### src/rtl/mem_pkg.sv
// mem_pkg: shared memory geometry defaults (also used by cpu) and the
// memory controller's state encoding.
package mem_pkg;
  localparam int MEM_ADDR_WIDTH = 6;
  localparam int MEM_DATA_WIDTH = 16;
  localparam logic MEM_ST_CLEAR = 1'b0;
  localparam logic MEM_ST_RUN   = 1'b1;
endpackage

### src/rtl/mem_clear_seq.sv
// mem_clear_seq: post-reset sweep that writes zero to every word, then parks in RUN.
module mem_clear_seq
  import mem_pkg::*;
#(
  parameter int ADDR_WIDTH = MEM_ADDR_WIDTH
) (
  input  logic                  clk,
  input  logic                  rst_n,
  output logic                  busy,
  output logic                  wr_en,
  output logic [ADDR_WIDTH-1:0] wr_addr
);
  logic                state;
  logic [ADDR_WIDTH:0] cnt;
  logic                done;
  assign busy    = state == MEM_ST_CLEAR;
  assign wr_en   = busy;
  assign wr_addr = cnt[ADDR_WIDTH-1:0];
  assign done    = busy && &cnt[ADDR_WIDTH-1:0];
  always_ff @(posedge clk or negedge rst_n) begin
    if (!rst_n) begin
      state <= MEM_ST_CLEAR;
      cnt   <= '0;
    end else if (busy) begin
      cnt   <= cnt + 1'b1;
      state <= done ? MEM_ST_RUN : MEM_ST_CLEAR;
    end
  end
endmodule

### src/rtl/memory.sv
// memory: single-port synchronous memory with read-first CPU port and loader port.
// Define MEM_CLEAR_EN to zero the array with a sweep after every reset.
module memory
  import mem_pkg::*;
#(
  parameter int ADDR_WIDTH = MEM_ADDR_WIDTH,
  parameter int DATA_WIDTH = MEM_DATA_WIDTH
) (
  input  logic                  clk,
  input  logic                  rst_n,
  input  logic                  we,
  input  logic [ADDR_WIDTH-1:0] addr,
  input  logic [DATA_WIDTH-1:0] data,
  output logic [DATA_WIDTH-1:0] out,
  input  logic                  ld_valid,
  output logic                  ld_ready,
  input  logic [ADDR_WIDTH-1:0] ld_addr,
  input  logic [DATA_WIDTH-1:0] ld_data,
  output logic                  busy
);
  logic [DATA_WIDTH-1:0] mem [2**ADDR_WIDTH];
  logic                  clr_we;
  logic [ADDR_WIDTH-1:0] clr_addr;
  logic                  ld_fire;
  logic                  wr_en;
  logic [ADDR_WIDTH-1:0] wr_addr;
  logic [DATA_WIDTH-1:0] wr_data;
`ifdef MEM_CLEAR_EN
  mem_clear_seq #(.ADDR_WIDTH(ADDR_WIDTH)) u_clear (
    .clk     (clk),
    .rst_n   (rst_n),
    .busy    (busy),
    .wr_en   (clr_we),
    .wr_addr (clr_addr)
  );
`else
  assign busy     = 1'b0;
  assign clr_we   = 1'b0;
  assign clr_addr = '0;
`endif
  assign ld_ready = ~busy;
  // Sweep owns the write port while busy; otherwise the loader beats the CPU.
  always_comb begin
    ld_fire = ld_valid && ld_ready;
    wr_en   = clr_we || ld_fire || (we && !busy);
    wr_addr = clr_we ? clr_addr : ld_fire ? ld_addr : addr;
    wr_data = clr_we ? '0 : ld_fire ? ld_data : data;
  end
  always_ff @(posedge clk) begin
    if (wr_en) mem[wr_addr] <= wr_data;
  end
  always_ff @(posedge clk or negedge rst_n) begin
    if (!rst_n) out <= '0;
    else out <= busy ? '0 : mem[addr];
  end
endmodule

### config.mk
export PLATFORM = sky130hd
export DESIGN_NAME = memory
export DESIGN_NICKNAME = d
export VERILOG_FILES = /design/src/rtl/mem_pkg.sv /design/src/rtl/mem_clear_seq.sv /design/src/rtl/memory.sv
export SDC_FILE = /design/constraint.sdc
export NUM_CORES = 1
export LEC_CHECK = 0
export BUFFER_PORTS_ARGS = -buffer_cell sky130_fd_sc_hd__buf_2
export CAP_MARGIN = 20
export CORE_UTILIZATION = 50
export DETAILED_ROUTE_END_ITERATION = 10
export GPL_TIMING_DRIVEN = 1
export PLACE_DENSITY = 0.7
export SLEW_MARGIN = 25
export SYNTH_ARGS = -nofsm -noshare
export SYNTH_HDL_FRONTEND = slang
export SYNTH_HIERARCHICAL = 1
export SYNTH_SLANG_ARGS = --single-unit
### constraint.sdc
create_clock -name clk -period 2.1 [get_ports clk]
set_clock_uncertainty 0.1 [all_clocks]
set_input_delay 0.42 -clock clk [delete_from_list [all_inputs] [get_ports clk]]
set_output_delay 0.42 -clock clk [all_outputs]
set_load 0.02 [all_outputs]
Word level (Yosys, flattened, before mapping) --
Memory sizes are Yosys's and may differ from the RTL's. A register that Yosys moved wholly into a read port is not among the register bits. Index checks and enable logic that the tools add are counted.
Cells by class: mux-type cells 4, reduce and logical (&&, ||, !) cells 2
Operators with widths (number):
- 16-bit 2-to-1 mux | 1
- 6-bit 2-to-1 mux | 1
- 1-bit 2-to-1 mux | 2
- 1-bit logical NOT | 1
- 1-bit logical OR | 1
Storage, ports and cells: register bits after elaboration 0, bits in writable memories 1024, bits of input ports 48, output and inout bits 18, memories kept 1
Memory list:
- mem | words 64, width 16, rd ports 1, clocked after memory_dff 1, write ports 1, RTL line memory.sv:21 | logic [DATA_WIDTH-1:0] mem [2**ADDR_WIDTH];

Depth between registers and ports, before layout --
Gate-level depths: netlist (run 1).
word-level depth 3, gate-level depth with buffers 10, depth with buffers taken out 5

Least setup slack after synthesis (run 1) --
OpenSTA, ideal clock, no wires.
path type input to register, start point input port addr[0], end point memory mem[14][0] (netlist name) (enable), setup time 0.388 ns, data arrival time 2.385 ns, setup slack -0.774 ns, stages 8, buffers on the path 4, cell sequence clkbuf_2 buf_4 buf_4 nor2b_1 clkbuf_1 a22o_1 nand2_1 nor2_1
Between the ends: cells in the longest elaborated chain, start to end 1
RTL lines:
- start, declared | RTL line memory.sv:12 | input logic [ADDR_WIDTH-1:0] addr,
- 6-bit 2-to-1 mux | RTL line memory.sv:46 | wr_addr = clr_we ? clr_addr : ld_fire ? ld_addr : addr;
- end, declared | RTL line memory.sv:21
No other way between the ends.

==> reports/qor.yml, run 1 <==
cts:
  clk_pin_slew_worst_paths_ns: 0.06
  clock_latency_ns: 0.66
  cts_made_buffers: 100
  clockBufferDepth: 3
  cts-htree-levels: 3
  cts_tree: "built"
  root_buffer: "clkbuf_16"
  clock-sinks: 1040
drt:
  vias_per_cell: 6.11
  ant_nets: 0
  drc_errors: 0
  drt-wirelength-per-cell_um: 29.3
  drtIter0Drc: 2583
  drtPass1Iterations: 5
  route.vias.total: 20426
  wirelength_mm: 98.0
yosys:
  ys_types: 39
  synth.avg_cell_area_um2: 21.4
  synth_cells: 1874
  synth_nets: 1922
  yosysTopAreaCell: "edfxtp_1"
  synth_seq_cells: 1040
  netlist_area_mm2: 0.0402
  async_reset_ff_frac: 0.0154
  synthTopCellsByCount: "1024 x edfxtp_1, 233 x mux4_2, 94 x nand2_1"
  ys_seq_area_frac: 0.775
  synthTopCellsByArea: "edfxtp_1 77%, mux4_2 13%, mux2i_1 1.8%"
  ys.flop_type: "edfxtp_1"
  yosys_warnings: 6
  synthMostInstantiatedCell: "edfxtp_1"
  synth_enable_flop_cells: 1024
  synthDominantCellAreaShare: 0.765
worst_setup_path:
  cp.required_ns: 2.52
  worstPathCellList: "buf_8 > buf_12 > buf_4 > mux4_2 > mux2i_1 > o21ai_0 > a21oi_1 > nor4_1"
  slowest_delay_ns: 0.55
  r2r.worst_path.cells: 5
  worstPathArrival_ns: 2.56
  critPathCaptureType: "register"
  crit_slowest_cell: "mux4_2"
  start_kind: "primary input"
  worstReg2RegStart: "mem[39][8]"
  r2r_end: "out[8]"
  crit_fanout: 13
  reg2reg_slack_ns: 0
  critPathKind: "primary input to register"
final_layout:
  drive_gt1_frac: 0.365
  area_growth_pct: 21.5
  final_nets: 2256
  fin_cells: 3343
  fillCellCount: 5293
  antennaDiodeCount: 0
worst_hold_path:
  holdPathEnd: "mem[7][6]"
  min_from: "data[6]"
  hp-class: "primary input to register"
  hold_depth: 2
global_route:
  grt_pass1_wl_mm: 143
  overflow: 0
  grt_antenna_before_repair: 3
  grt_usage: 0.244
  grt_pass1_vias: 20603
  grt_start_max_net_pins: 65
sta:
  hold_viol: 0
  fin_tns_setup_ns: -0.0472
  setup_slack_ns: -0.0472
  relSlewSlack: 0.471
  tightest_slew_ns: 0.792
  fin_crit_sh: 1.02
  finalSetupViolCount: 1
  timing.fmax_mhz: 466
  rsz0062_at_grt: "true"
  holdWs_ns: 0.0952
  drv_slew: 0
  period_needed_ns: 2.15
flow_run:
  maxCapViolations: 0
pwr:
  ir_drop_mv: 0.724
  leakage_nw: 15.9
  powerDensity_mw_per_mm2: 910
  design_power_total_w: 0.0444
floorplanning:
  start_util: 0.507
  std_cell_rows: 103
  fp.dieW_um: 286
  io-pin-count: 66
  die_h_um: 286
  die_area_mm2: 0.0815
  core_area_mm2: 0.0793
place:
  hpwlAfterDp_mm: 61.2
  place.gp.congestion: 0.912
  numPortBuffers: 63
  place_inst: 3155
outcome:
  status: "finished, violations left"
  violations: "setup timing"
-- cell usage in the layout (no fill, tap or decap), drive strengths merged, types with 2 or more instances in the layout --
| cell type | synthesis | routed |
|---|---|---|
| mux4 | 234 | 234 |
| and3 | 7 | 7 |
| nor2b | 28 | 28 |
| a211o | 9 | 9 |
| and2 | 3 | 3 |
| a211oi | 9 | 9 |
| mux2 | 29 | 29 |
| clkbuf | 26 | 128 |
| bufinv | 0 | 10 |
| nand2 | 94 | 94 |
| a31oi | 9 | 9 |
| nand3 | 29 | 29 |
| o21ai | 9 | 9 |
| dfrtp | 16 | 16 |
| edfxtp | 1024 | 1024 |
| clkinvlp | 0 | 6 |
| o221a | 2 | 2 |
| conb | 2 | 2 |
| mux2i | 72 | 72 |
| a21oi | 28 | 28 |
| a22oi | 48 | 48 |
| a311oi | 11 | 11 |
| a221oi | 14 | 14 |
| nor4 | 7 | 7 |
| a22o | 2 | 2 |
| buf | 76 | 333 |
| a21o | 2 | 2 |
| clkinv | 0 | 40 |
| inv | 2 | 5 |
| nor2 | 76 | 76 |
-- final cells by class --
| type | instances | area (um^2) | share of cell area |
|---|---|---|---|
| clock buffers | 128 | 2700 | 0.0553 |
| clock inverters | 59 | 573 | 0.0117 |
| inverters | 2 | 7.51 | 0.000154 |
| multi-input cells | 730 | 9130 | 0.187 |
| flip-flops and latches | 1040 | 31100 | 0.638 |
| well taps | 1050 | 1310 | 0.0269 |
| repair buffers | 334 | 3970 | 0.0812 |
-- worst max-delay path: cells and delay by family --
kind | cells | cell delay [ns]
AO/OA/AOI/OAI | 2 | 0.45
buffers and inverters | 3 | 0.60
multiplexers | 2 | 0.97
AND/OR/NAND/NOR | 1 | 0.10
-- power breakdown --
| group | total [W] | switching (W) | leakage [nW] | internal (W) |
|---|---|---|---|---|
| sequential | 0.0233 | 0.0000999 | 9.40 | 0.0232 |
| clock | 0.0179 | 0.00756 | 1.59 | 0.0103 |
| combinational | 0.00322 | 0.00193 | 4.92 | 0.00128 |
-- kinds of logic after synthesis --
kind of cell / count (synthesis) / share of synthesized area
buffers and inverters: 104 / 0.0146
muxes: 335 / 0.157
and+or+nand+nor: 247 / 0.0269
DFF: 1040 / 0.775
other: 2 / 0.000187
AOI/OAI and AO/OA: 146 / 0.0260
-- state kept, by name (all words and copies together), names as in the netlist --
register	count
out	16
mem	1024
-- through the flow --
step	utilization	area, um^2	setup slack [ns]
2_1_floorplan	-	40900	-0.209
3_3_place_gp	0.574	45500	-0.632
3_5_place_dp	0.574	45500	-0.635
4_1_cts	0.616	48800	0.000925
5_1_grt	0.616	48800	-0.0449
6_report	0.616	48800	-0.0472
-- layer usage --
| layer | GRT usage | wire (um) |
|---|---|---|
| met2 | 0.380 | 47000 |
| met1 | 0.361 | 40000 |
| met3 | 0.0358 | 8350 |
| met5 | 0 | 0 |
| met4 | 0.0785 | 2610 |
-- what timing repair did --
action / in CTS / in global routing
gates resized for setup: 3 / 4
gates cloned: 0 / 0
buffers inserted: 0 / 0
pin swaps: 2 / 2
hold buffers: 1 / 0
setup endpoints to repair: 3 / 7
hold endpoints to repair: 16 / 0
-- worst max-delay path by stage --
stage,start,to,slack [ns],cells after the start
6_report,addr[0],out[8],-0.05,8
3_5_place_dp,addr[0],out[8],-0.64,8
4_1_cts,mem[23][3],out[3],0.0009,7
5_1_grt,mem[6][6],out[6],-0.04,7
2_1_floorplan,addr[0],mem[12][0],-0.21,9
3_3_place_gp,addr[0],out[9],-0.63,10
(Power assumes the default switching activity.)
==> inputs of run 2 (changes only) <==
--- a/config.mk
+++ b/config.mk
@@ -5,14 +5,13 @@
 export SDC_FILE = /design/constraint.sdc
 export NUM_CORES = 1
 export LEC_CHECK = 0
-export BUFFER_PORTS_ARGS = -buffer_cell sky130_fd_sc_hd__buf_2
 export CAP_MARGIN = 20
 export CORE_UTILIZATION = 50
 export DETAILED_ROUTE_END_ITERATION = 10
+export DONT_BUFFER_PORTS = 1
 export GPL_TIMING_DRIVEN = 1
-export PLACE_DENSITY = 0.7
+export PLACE_DENSITY = 0.69
 export SLEW_MARGIN = 25
 export SYNTH_ARGS = -nofsm -noshare
 export SYNTH_HDL_FRONTEND = slang
-export SYNTH_HIERARCHICAL = 1
 export SYNTH_SLANG_ARGS = --single-unit
==> run 2 against run 1 <==
Compared with the run above:
- sequential share of layout area increased by 2.3 points
- cell count fell by 4.7%
- routed wire length down 2.6%
- highest routed layer unchanged
- largest power group unchanged
- via count fell by 3.3%
- power down 1.7%
- clock power hardly changed
- synthesized area is the same
- worst hold slack worse by 0.041 ns
- non-clock buffer count shrank 157
- the run now ends clean
- global-route usage fell by 0.51 points
- sequential cell count is the same
==> reports/qor.yml, run 2 <==
cts:
  root_buffer: "clkbuf_16"
  clock-sinks: 1040  # unchanged
  cts-htree-levels: 3  # unchanged
  clockBufferDepth: 3  # unchanged
  post_cts_buffers: 0  # unchanged
  cts_made_buffers: 102  # +2.0%
  clk_pin_slew_worst_paths_ns: 0.06  # about the same
  clock_latency_ns: 0.67  # about the same
  cts_tree: "built"
drt:
  vias_per_cell: 6.20  # +1.5%
  ant_nets: 0  # unchanged
  drc_errors: 0  # unchanged
  drtIter0Drc: 2239  # -13%
  drt-wirelength-per-cell_um: 30.0  # +2.2%
  drtPass1Iterations: 6  # +1
  route.vias.total: 19762  # -3.3%
  wirelength_mm: 95.4  # -2.6%
worst_setup_path:
  critPathKind: "register to register"
  worstSetupStartpoint: "mem[6][9]"
  cp.required_ns: 2.52  # about the same
  critPathCaptureType: "register"
  r2r_end: "out[9]"
  worstPathArrival_ns: 2.46  # -0.10 ns
  reg2reg_slack_ns: 0.06  # +0.06 ns
  crit_slowest_cell: "mux4_2"
  worstPathCellList: "mux4_2 > mux2i_1 > a22oi_1 > a31oi_2 > buf_4 > a311oi_1"
  r2r.worst_path.cells: 6  # +1
  crit_fanout: 1  # -12
  worstReg2RegStart: "mem[6][9]"
  slowest_delay_ns: 0.48  # -0.07 ns
  start_kind: "register"
yosys:
  synth-simple-area-share: 0.0269  # unchanged
  ys.flop_type: "edfxtp_1"
  netlist_area_mm2: 0.0402  # unchanged
  yosys_warnings: 0  # -6
  yosysTopAreaCell: "edfxtp_1"
  synthTopCellsByArea: "edfxtp_1 77%, mux4_2 13%, mux2i_1 1.8%"
  synth.avg_cell_area_um2: 21.4  # unchanged
  synthTopCellsByCount: "1024 x edfxtp_1, 233 x mux4_2, 94 x nand2_1"
  synth_seq_cells: 1040  # unchanged
  synth_fa_ha_area_frac: 0  # unchanged
  synth_compound_area_frac: 0.0260  # unchanged
  synth.area.mux_share: 0.157  # unchanged
  synth_top_family_by_area: "multiplexers"
  async_reset_ff_frac: 0.0154  # unchanged
  synth_enable_flop_cells: 1024  # unchanged
  synthMostInstantiatedCell: "edfxtp_1"
  synth_xor_xnor_area_share: 0  # unchanged
  synth_nets: 1922  # unchanged
  ys_seq_area_frac: 0.775  # unchanged
  ys_types: 39  # unchanged
  synth_cells: 1874  # unchanged
  synthDominantCellAreaShare: 0.765  # unchanged
global_route:
  grt_antenna_before_repair: 1  # -2
  overflow: 0  # unchanged
  grt_usage: 0.239  # -0.00513
  grt_pass1_vias: 20184  # -2.0%
  grt_pass1_wl_mm: 140  # -2.0%
  grt_start_max_net_pins: 247  # +280%
sta:
  fin_crit_sh: 0.974  # -0.0488
  finalSetupViolCount: 0  # -1
  timing.fmax_mhz: 489  # +5.0%
  drv_slew: 0  # unchanged
  period_needed_ns: 2.04  # -0.102 ns
  setup_slack_ns: 0.0552  # +0.102 ns
  hold_viol: 0  # unchanged
  holdWs_ns: 0.0546  # -0.0406 ns
  tightest_slew_ns: 0.854  # +0.0619 ns
  relSlewSlack: 0.431  # -0.0402
pwr:
  powerDensity_mw_per_mm2: 926  # +1.7%
  leakage_nw: 15.0  # -5.8%
  design_power_total_w: 0.0437  # -1.7%
  ir_drop_mv: 0.652  # -10%
final_layout:
  final_common_cell: "edfxtp_1"
  final_nets: 2101  # -6.9%
  drive_gt1_frac: 0.320  # -0.0450
  regMostFlops: "mem"
  layout_common_cells: "1024 x edfxtp_1, 233 x mux4_2, 103 x clkbuf_16, 101 x buf_4, 78 x nand2_1"
  area_growth_pct: 17.4
  largest_reg_flops: 1024  # unchanged
  final_area_mm2: 0.0472  # -3.4%
  fin_cells: 3185  # -4.7%
  top_regs: "mem (1024), out (16)"
worst_hold_path:
  min_from: "addr[5]"
  hold_depth: 3  # +1
  holdPathEnd: "out[3]"
  hp-class: "primary input to register"
floorplanning:
  die_h_um: 286  # unchanged
  fp.dieW_um: 286  # unchanged
  io-pin-count: 66  # unchanged
  die_area_mm2: 0.0815  # unchanged
  core_area_mm2: 0.0793  # unchanged
  start_util: 0.507  # unchanged
  std_cell_rows: 103  # unchanged
place:
  place.gp.congestion: 0.872  # -4.3%
  hpwlAfterDp_mm: 53.7  # -12%
  place_inst: 2995  # -5.1%
  numPortBuffers: 0  # -100%
  place_area_mm2: 0.0438  # -3.9%
  pre_cts_slack_ns: -0.437  # +0.198 ns
flow_run:
  maxCapViolations: 0  # unchanged
outcome:
  status: "completed"
[run 2: cell count changes in the layout (fill, tap and decap cells not counted), moves of 5 or more]
cell | before | now
buf_4 | 143 | 101
clkinvlp_4 | 6 | 1
clkbuf_1 | 22 | 17
buf_12 | 127 | 72
buf_2 | 60 | 1
clkinv_2 | 17 | 22
[run 2: kinds of logic (layout without fill, tap and decap cells)]
| family | after synthesis | after routing |
|---|---|---|
| AO/OA/AOI/OAI | 146 | 146 |
| buffers and inverters | 104 | 364 |
| flip-flops | 1040 | 1040 |
| multiplexers | 335 | 335 |
| other | 2 | 3 |
| AND/OR/NAND/NOR | 247 | 247 |
[run 2: power breakdown]
| part | switching (W) | internal (W) | total (W) | leakage (nW) |
|---|---|---|---|---|
| clock | 0.00756 | 0.0104 | 0.0180 | 1.63 |
| sequential | 0.000151 | 0.0232 | 0.0234 | 9.40 |
| combinational | 0.00135 | 0.000913 | 0.00227 | 3.96 |
| total | 0.00907 | 0.0346 | 0.0437 | 15.0 |
[run 2: timing repair]
item / CTS / global route
pin swaps: 0 / 1
cloned: 0 / 0
endpoints found under the setup margin: 4 / 6
hold buffers: 3 / 1
gates resized for setup: 6 / 6
hold endpoints to repair: 18 / 16
[run 2: worst max-delay path, delay by kind of cell, from the launching register on]
kind | cells | cell delay, ns
AO/OA/AOI/OAI | 3 | 0.58
buffers and inverters | 1 | 0.17
flip-flops | 1 | 0.37
multiplexers | 2 | 0.69
[run 2: worst max-delay path by stage]
stage / end / slack, ns / cells past startpoint
after global placement: out[15] / -0.45 / 6
after floorplan: mem[12][0] / -0.21 / 9
after CTS: out[12] / 0.006 / 5
final: out[9] / 0.06 / 6
after global routing: out[0] / -0.001 / 6
after detailed placement: out[6] / -0.44 / 6
[run 2: layout make-up]
type | instances | area (um^2)
multi-input cells | 730 | 9160
inverters | 2 | 7.51
clock buffers | 123 | 2680
clock inverters | 62 | 624
repair buffers | 177 | 2230
flip-flops and latches | 1040 | 31100
diodes | 1 | 2.50
well taps | 1050 | 1310
fillers | 5454 | 32100
[run 2: layer usage]
layer | global-route usage | vias to the layer above | part of all wire
met5 | 0 | - | 0
met4 | 0.0721 | 0 | 0.028
met3 | 0.0639 | 157 | 0.10
met2 | 0.360 | 990 | 0.46
met1 | 0.346 | 10423 | 0.41
li1 | - | 8192 | -
[run 2: stage by stage]
| stage | util | setup TNS, ns |
|---|---|---|
| after floorplan | - | -246.06 |
| after global placement | 0.552 | -42.55 |
| after detailed placement | 0.552 | -48.02 |
| after CTS | 0.595 | 0 |
| after global routing | 0.595 | -0.00140 |
| final | 0.595 | 0 |
==> inputs of run 3 (changes only) <==
--- a/config.mk
+++ b/config.mk
@@ -5,6 +5,7 @@
 export SDC_FILE = /design/constraint.sdc
 export NUM_CORES = 1
 export LEC_CHECK = 0
+export ABC_AREA = 1
 export CAP_MARGIN = 20
 export CORE_UTILIZATION = 50
 export DETAILED_ROUTE_END_ITERATION = 10
==> run 3 against run 2 <==
Compared with the run above:
- the flow now finishes with violations (slew limit, setup timing)
- sequential power about the same
- combinational power up 43%
- fmax down 21%
- final area up 4.5%
- worst setup slack worse by 0.56 ns
- critical path type is now primary input to register
- global-route usage up 2.1 points
- clock-buffer cell count up 6
- highest routed layer is now met5
==> reports/qor.yml, run 3 <==
outcome:
  status: "finished, violations left"
  violations: "slew limit, setup timing"
worst_setup_path:
  r2r.worst_path.cells: 9  # +3
  start_kind: "primary input"
  cp.required_ns: 2.29  # -0.23 ns
  critPathKind: "primary input to register"
  critPathCaptureType: "register"
  worstPathArrival_ns: 2.79  # +0.33 ns
  crit_fanout: 514  # +513
sta:
  tightest_slew_ns: 1.73  # +0.879 ns
  hold_viol: 0  # unchanged
  setup_slack_ns: -0.500  # -0.556 ns
  finalSetupViolCount: 882  # +882
  drv_slew: 112  # +112
  period_needed_ns: 2.60  # +0.556 ns
  rsz0062_at_grt: "false"
  fin_crit_sh: 1.24  # +0.265
  relSlewSlack: -0.155  # -0.586
  timing.fmax_mhz: 385  # -21%
final_layout:
  fin_cells: 4910  # +54%
  drive_gt1_frac: 0.127  # -0.193
  utilization: 0.589  # -0.00587
  fillCellCount: 6408  # +17%
  final_common_cell: "nand2_1"
  final_nets: 3734  # +78%
  area_growth_pct: 16.7
  layout_common_cells: "1329 x nand2_1, 1024 x edfxtp_1, 864 x nand3_1, 112 x buf_4, 104 x buf_12"
  regMostFlops: "mem"
  largest_reg_flops: 1024  # unchanged
  top_regs: "mem (1024), out (16)"
global_route:
  grt_use_met3: 0.0705  # +0.00662
  grt_pass1_wl_mm: 164  # +17%
  gr-usage-met1: 0.344  # -0.00163
  overflow: 0  # unchanged
  grt_usage: 0.260  # +0.0207
  grt_start_max_net_pins: 515  # +110%
  grt_antenna_before_repair: 5  # +4
  busiest_layer: "met2"
  grt_pass1_vias: 26034  # +29%
  use_met2: 0.413  # +0.0526
cts:
  cts-htree-levels: 3  # unchanged
  cts_made_buffers: 102  # unchanged
  cts_resized: 0  # -6
  post_cts_buffers: 0  # unchanged
  clock-sinks: 1040  # unchanged
  root_buffer: "clkbuf_16"
  clk_pin_slew_worst_paths_ns: 0.06  # about the same
  clock_latency_ns: 0.69  # +0.02 ns
  cts_tree: "built"
  clockBufferDepth: 3  # unchanged
yosys:
  ys_types: 27  # -31%
  synthMostInstantiatedCell: "nand2_1"
  synthTopCellsByCount: "1347 x nand2_1, 1024 x edfxtp_1, 864 x nand3_1"
  synth_seq_cells: 1040  # unchanged
  yosys_warnings: 0  # unchanged
  synth_nets: 3634  # +89%
  async_reset_ff_frac: 0.0154  # unchanged
  synth_cells: 3586  # +91%
  synth_enable_flop_cells: 1024  # unchanged
  netlist_area_mm2: 0.0423  # +5.1%
  ys_seq_area_frac: 0.737  # -0.0378
  synthDominantCellAreaShare: 0.728  # -0.0373
  ys.flop_type: "edfxtp_1"
  yosysTopAreaCell: "edfxtp_1"
  synthTopCellsByArea: "edfxtp_1 73%, nand2_1 12%, nand3_1 10%"
  synth.avg_cell_area_um2: 11.8  # -45%
pwr:
  ir_drop_mv: 0.753  # +16%
  powerDensity_mw_per_mm2: 908  # -1.9%
  leakage_nw: 17.6  # +18%
floorplanning:
  die_h_um: 293  # +2.5%
  io-pin-count: 66  # unchanged
  fp.dieW_um: 293  # +2.5%
  die_area_mm2: 0.0857  # +5.1%
  std_cell_rows: 106  # +2.9%
  start_util: 0.505  # -0.00225
  core_area_mm2: 0.0837  # +5.6%
drt:
  ant_nets: 0  # unchanged
  wirelength_mm: 112  # +18%
  drtIter0Drc: 3382  # +51%
  route.vias.total: 27960  # +41%
  drtPass1Iterations: 6  # unchanged
  drt-wirelength-per-cell_um: 22.9  # -24%
  drc_errors: 0  # unchanged
  vias_per_cell: 5.69  # -8.2%
place:
  numPortBuffers: 0  # unchanged
  pre_cts_slack_ns: -0.469  # -0.0313 ns
  hpwlAfterDp_mm: 62.4  # +16%
  place_inst: 4708  # +57%
  place.gp.congestion: 1.03  # +18%
flow_run:
  maxCapViolations: 0  # unchanged
worst_hold_path:
  hp-class: "primary input to register"
  hold_depth: 3  # unchanged
-- run 3: cell count changes after synthesis, moves of 20 or more --
cell      previous run  this run
nand2_1             94      1347
nand3_1             29       864
mux4_2             233         0
buf_2               37       131
mux2i_1             72         0
a22oi_1             48         0
mux2_2              29         0
a21oi_1             28         0
nor2b_1             28         0
clkbuf_1            25        48
nor2_1              76        56
-- run 3: area by class of cell --
| type | count | area, um^2 | share of cell area |
|---|---|---|---|
| antenna | 4 | 10.0 | 0.000203 |
| clock buffer | 129 | 2740 | 0.0556 |
| clock inverter | 61 | 597 | 0.0121 |
| inverter | 12 | 96.3 | 0.00195 |
| multi-input combinational | 2306 | 10300 | 0.209 |
| sequential | 1040 | 31100 | 0.632 |
| tap | 1134 | 1420 | 0.0288 |
| timing repair buffer | 224 | 3000 | 0.0609 |
-- run 3: where the power goes --
| group | internal [W] | switching [W] | total, W | leakage [nW] |
|---|---|---|---|---|
| Sequential | 0.0233 | 0.000187 | 0.0235 | 9.10 |
| Combinational | 0.000999 | 0.00225 | 0.00324 | 6.91 |
| Clock | 0.0103 | 0.00779 | 0.0181 | 1.63 |
| Total | 0.0346 | 0.0102 | 0.0448 | 17.6 |
-- run 3: timing repair --
| item | in CTS | in global routing |
|---|---|---|
| setup endpoints to repair | 0 | 0 |
| hold endpoints to repair | 32 | 0 |
| hold buffers | 8 | 0 |
-- run 3: worst paths after layout --
check                           start    endpoint  slack, ns
setup / recovery              addr[0]  mem[61][4]      -0.50
hold / removal                addr[4]      out[7]       0.04
setup reg to reg           mem[55][0]      out[0]       0.11
hold reg to reg            mem[44][2]      out[2]       0.72
max in group asynchronous       rst_n      out[7]       1.16
min in group asynchronous       rst_n     out[15]       0.19
-- run 3: cells by family (layout without fill, tap and decap cells) --
family	Yosys count	count (layout)	share of synthesized area
AND/OR/NAND/NOR	2298	2298	0.233
AO/OA/AOI/OAI	6	6	0.00142
flip-flops	1040	1040	0.737
buffers and inverters	240	426	0.0285
other	2	6	0.000178
-- run 3: routing by layer --
metal	routed length, um	share of wire	up-vias
li1	-	-	12817
met1	43800	0.39	13670
met2	53000	0.47	1270
met3	11600	0.10	201
met4	4010	0.036	2
met5	13	0.00012	-
-- run 3: through the flow --
stage               hold slack (ns)  cell area [um^2]  TNS, ns  total power, W
floorplan                    0.0244             42700  -307.12          0.0258
global placement             0.0254             45900   -45.50          0.0270
detailed placement           0.0257             45900   -45.84          0.0270
CTS                         0.00594             49300        0          0.0449
global route                0.00938             49300        0          0.0460
finish                       0.0444             49300  -111.40          0.0448
-- run 3: worst max-delay path, cell delays in order --
cell     delay (ns)
o21ai_4        0.23
inv_4          0.13
nand4_1        0.60
nor2_4         0.72
